File: src/rtl/wb_port_arbiter.sv
// Two-source register-file writeback arbiter (ALU, LSU); latency 1, registered we3/a3/wd3.
// Backpressure: refused sources hold their request; the LSU wins after MAX_WAIT refused cycles.
module wb_port_arbiter #(
  parameter int MAX_WAIT = 4
) (
  input  logic        clk,
  input  logic        rst,
  input  logic        alu_valid,
  input  logic [4:0]  alu_rd,
  input  logic [31:0] alu_data,
  output logic        alu_ready,
  input  logic        lsu_valid,
  input  logic [4:0]  lsu_rd,
  input  logic [31:0] lsu_data,
  output logic        lsu_ready,
  output logic        we3,
  output logic [4:0]  a3,
  output logic [31:0] wd3,
  output logic        alu_stall
);

  localparam logic [3:0] MAX_WAIT_C = 4'(MAX_WAIT);

  logic [3:0]  wait_cnt_q, wait_cnt_d;
  logic        we3_q, we3_d;
  logic [4:0]  a3_q, a3_d;
  logic [31:0] wd3_q, wd3_d;
  logic        lsu_force;
  logic        alu_grant;
  logic        lsu_grant;

  always_comb begin
    lsu_force = lsu_valid && (wait_cnt_q == MAX_WAIT_C);
    // Both grants are suppressed during reset so no transfer can be taken.
    alu_grant = !rst && alu_valid && !lsu_force;
    lsu_grant = !rst && lsu_valid && (!alu_valid || lsu_force);
  end

  always_comb begin
    wait_cnt_d = wait_cnt_q;
    we3_d      = 1'b0;
    a3_d       = a3_q;
    wd3_d      = wd3_q;

    if (!lsu_valid || lsu_grant) begin
      wait_cnt_d = 4'd0;
    end else if (wait_cnt_q != MAX_WAIT_C) begin
      wait_cnt_d = wait_cnt_q + 4'd1;
    end

    if (alu_grant) begin
      we3_d = (alu_rd != 5'd0);
      a3_d  = alu_rd;
      wd3_d = alu_data;
    end else if (lsu_grant) begin
      we3_d = (lsu_rd != 5'd0);
      a3_d  = lsu_rd;
      wd3_d = lsu_data;
    end
  end

  always_ff @(posedge clk) begin
    if (rst) begin
      wait_cnt_q <= 4'd0;
      we3_q      <= 1'b0;
      a3_q       <= 5'd0;
      wd3_q      <= 32'd0;
    end else begin
      wait_cnt_q <= wait_cnt_d;
      we3_q      <= we3_d;
      a3_q       <= a3_d;
      wd3_q      <= wd3_d;
    end
  end

  assign alu_ready = alu_grant;
  assign lsu_ready = lsu_grant;
  assign alu_stall = alu_valid && !alu_grant;
  assign we3       = we3_q;
  assign a3        = a3_q;
  assign wd3       = wd3_q;

endmodule

File: config.mk
export PLATFORM = sky130hd
export DESIGN_NAME = wb_port_arbiter
export DESIGN_NICKNAME = d
export VERILOG_FILES = /design/src/rtl/wb_port_arbiter.sv
export SDC_FILE = /design/constraint.sdc
export NUM_CORES = 1
export LEC_CHECK = 0
export CAP_MARGIN = 15
export CORE_MARGIN = 5
export CORE_UTILIZATION = 50
export DETAILED_ROUTE_END_ITERATION = 6
export DONT_BUFFER_PORTS = 1
export HOLD_SLACK_MARGIN = 0.1
export PLACE_DENSITY = 0.77
export RECOVER_POWER = 50
export SYNTH_ARGS = -nofsm -noshare
export SYNTH_HDL_FRONTEND = slang
export SYNTH_SLANG_ARGS = --single-unit
export TNS_END_PERCENT = 100
File: constraint.sdc
create_clock -name clk -period 2 [get_ports clk]
set_clock_uncertainty 0.15 [all_clocks]
set_input_delay 0.4 -clock clk [delete_from_list [all_inputs] [get_ports clk]]
set_output_delay 0.4 -clock clk [all_outputs]
set_load 0.1 [all_outputs]
; Word-level counts from Yosys, hierarchy flattened
; Index checks and enable logic that the tools add are counted.
[totals]
regBits = 42
input_bits = 78
output_inout_bits = 41
word_cells = 30
[classes]
addsub = 1
n_eq_ne = 2
n_mux = 6
n_reduce_logical = 17
[op_table]
columns = cell, n
row1 = two-way mux 32 bit, 2
row2 = two-way mux 5 bit, 2
row3 = nonzero test 5 bit, 2
row4 = logical AND 1 bit, 6
row5 = logical NOT 1 bit, 5
row6 = "adder 4 x 1 -> 4 bit, second input constant", 1
row7 = "equality test 4 x 3 -> 1 bit, second input constant", 1
row8 = "inequality test 4 x 3 -> 1 bit, second input constant", 1
row9 = logical OR 1 bit, 2
row10 = two-way mux 1 bit, 2
row11 = nonzero test 2 bit, 1
row12 = OR reduction 2 bit, 1

; Depth between registers and ports, before layout
[depth]
depth_word = 6
depth_mapped = 7
depth_no_buf = 5

; Least setup slack after synthesis
; OpenSTA, ideal clock, no wires.
[synth_timing]
path_kind = register to output
startpoint = reg wait_cnt_q[0]
endpoint = out alu_stall
arrival_ps = 3243
t_required_ps = 1450
setup_slack_ps = -1793
stages_incl_launch_ff = 7
path_buffers = 1
cell_sequence = dfxtp_1 inv_1 ha_1 and4b_1 buf_6 nor2_1 nor2b_1
[synth_between]
elab_chain_cells = 6
[synth_lines]
columns = element, line_no
row1 = "start, declared", 24  ; logic [3:0] wait_cnt_q, wait_cnt_d;
row2 = "start signal, assigned", 69  ; wait_cnt_q <= wait_cnt_d;
row3 = equality test 4 x 3 -> 1 bit, 33  ; lsu_force = lsu_valid && (wait_cnt_q == MAX_WAIT_C);
row4 = logical AND 1 bit, 33
row5 = logical NOT 1 bit, 35  ; alu_grant = !rst && alu_valid && !lsu_force;
row6 = logical AND 1 bit, 35
row7 = via alu_ready, 11  ; output logic alu_ready,
row8 = logical NOT 1 bit, 78  ; assign alu_stall = alu_valid && !alu_grant;
row9 = logical AND 1 bit, 78
row10 = "end, declared", 19  ; output logic alu_stall
; The timed path passes the listed nets, and every way through them passes these cells.

; Final worst setup path
[layout_timing]
startpoint = reg wait_cnt_q[0]
endpoint = out alu_stall
[layout_between]
elab_chain_cells = 6
[layout_lines]
columns = element, line_no
row1 = equality test 4 x 3 -> 1 bit, 33
row2 = logical AND 1 bit, 33
row3 = logical NOT 1 bit, 35
row4 = logical AND 1 bit, 35
row5 = logical NOT 1 bit, 78
row6 = logical AND 1 bit, 78
; Every way passes these cells.

==> results.cfg <==
[placed_design]
port_buffers = 0
place_area_um2 = 2460
gp_congestion = 0.758
hpwl_mm = 4.20

[drt]
firstDrtPassIters = 4
drtAntennaViolNets = 0
routedWlPerCell_um = 19.6
drtIter0Drc = 157
routed_wl_mm = 6.48
vias = 2084
vias_per_cell = 6.30
drc = 0

[cts]
cts.sinks = 42
htreeDepth = 2
cts_tree = built
clkLatencyLatePin_ns = 0.28
max-clock-path-buffers = 2
cts_buffers = 5
root_buffer = clkbuf_8
clkSlewWorstSetupHoldPaths_ns = 0.08

[synth]
synthTopCellsByArea = dfxtp_1 40%, a311oi_1 15%, a211oi_1 13%
ys_ff_latch = 42
synthAdderAreaFrac_pct = 1.18
ys_types = 30
syn-num-nets = 332
async_reset_ff_share_pct = 0
synth_top_area_share_pct = 39.7
synth.most_common_cell = nor2_1
synth_top_cell_by_area = dfxtp_1
synth.area.mux_share_pct = 0.472
yosysWarnings = 0
synthSimpleGateAreaFrac_pct = 12.2
synth-xor-area-share_pct = 0.413
avgSynthCellArea_um2 = 8.41
synthFlopType = dfxtp_1
syn-cell-area_um2 = 2120
synth_edf_count = 0
synth_compound_area_share_pct = 38.3
netlist_instances = 252
synth_seq_area_share_pct = 39.7
synthTopCellsByCount = 45 x nor2_1, 42 x dfxtp_1, 37 x a211oi_1, 37 x a311oi_1, 33 x o21ai_0
synth_top_family_by_area = compound AO/OA/AOI/OAI gates

[sta]
rsz0062_at_grt = yes
drv_slew = 0
fmax_mhz = 500
maxSlewHeadroom_pct = 75.2
finalCritPeriodShare_pct = 100
setup_viol = 0
hold_violations = 0
fin_crit_ns = 2.00
tightest_slew_ns = 0.371

[worst_setup_path]
critPathRequiredTime_ns = 1.45
arrival_ns = 1.45
startpoint_type = flip-flop
cp-end-kind = output pin
path_max_fanout = 4
crit_type = flip-flop to output pin
path_cells = inv_2, ha_4, and4b_2, nor2_4, nor2b_4, buf_12
cp.buffers_inverters = 2
cpMaxStageDelayCell = dfxtp_2
cp_slowest_stage_delay_ns = 0.33
crit_family = simple AND/OR/NAND/NOR gates

[power]
ir_drop_mv = 0.524
p_per_area_nw_per_um2 = 874
power_mw = 2.29
leakage_nw = 0.966

[grt]
antenna_found_initial = 0
grt_max_degree = 44
grt_first_pass_wirelength_mm = 9.96
grt_pass1_vias = 1987
grt.total_usage_pct = 22.7
grt_overflow = 0

[cells_and_area]
drive_above_1_share_pct = 25.3
final_cell_area_um2 = 2620
area_delta_synth_final_pct = 23.4
multi_input_area_um2 = 1150
nets = 360
diodes = 0
seq_area_um2 = 843
fillers = 345

[floorplanning]
io_pins = 119
die_w_um = 75.1
core_area_um2 = 4060
die_area_um2 = 5640
row_count = 23
initial_core_util_pct = 52.2
die_height_um = 75.1

[flow_run]
timing.max_cap.violations = 0

[hold_path]
min_path_type = input pin to flip-flop

[run_status]
outcome = completed
-- through the flow --
step | setup TNS, ns | std cells | hold WS [ns] | utilization, % | setup WS [ns]
2_1_floorplan | -0.238 | 252 | 0.256 | - | -0.238
3_3_place_gp | 0 | 320 | 0.265 | 60.7 | 0.234
3_5_place_dp | 0 | 320 | 0.276 | 60.7 | 0.161
4_1_cts | -0.0265 | 331 | 0.106 | 64.4 | -0.0260
5_1_grt | -0.0835 | 331 | 0.105 | 64.4 | -0.0559
6_report | 0 | 331 | 0.117 | 64.4 | 0.000391
-- power breakdown --
part	switching (mW)	internal, mW
registers	0.0208	0.898
clock network	0.280	0.279
logic	0.622	0.186
total	0.923	1.36
-- path summary, 6_finish.rpt --
kind | start | endpoint | slack (ns) | cells past startpoint
max reg2reg | wait_cnt_q[0] | wd3[9] | 0.21 | 6
max | wait_cnt_q[0] | alu_stall | 0.0004 | 6
min reg2reg | wd3[2] | wd3[2] | 0.35 | 2
min | lsu_data[20] | wd3[20] | 0.12 | 2
-- repair_timing --
action	in CTS	in global routing
buffers inserted	2	0
endpoints found under the hold margin	37	0
pin swaps	2	2
setup endpoints to repair	3	2
resized for setup	7	1
hold buffers	1	0
-- layer usage --
| layer | global-route usage [%] | part of all wire (%) |
|---|---|---|
| met1 | 28.8 | 39 |
| met2 | 38.4 | 51 |
| met3 | 6.01 | 11 |
| met4 | 5.34 | 0.34 |
| met5 | 0 | 0 |
-- state kept, by name, indices dropped and copies added (netlist names) --
signal,count
a3,5
we3,1
wd3,32
wait_cnt_q,4
-- final cells by class --
type,instances,share of cell area (%)
inverters,3,0.431
repair buffers,52,17.3
clock inverters,1,0.191
multi-input cells,176,44.1
well taps,50,2.39
clock buffers,7,3.30
flip-flops and latches,42,32.2
-- placed cells by master (no fill, tap or decap), types with 2 or more instances in the layout --
cell type / n
a211oi_1: 37
a311oi_1: 37
buf_12: 5
buf_4: 47
clkbuf_8: 6
dfxtp_1: 40
dfxtp_2: 2
inv_2: 2
nand2_1: 2
nor2_1: 44
nor3_1: 2
o21ai_0: 33
o21ai_1: 4
-- cells by family after synthesis --
group / count (synthesis)
AO/OA/AOI/OAI: 114
AND/OR/NAND/NOR: 58
flip-flops: 42
buffers and inverters: 34
adder cells (fa/ha/maj): 2
XOR/XNOR: 1
multiplexers: 1
Power figures use the tool's default switching activity.
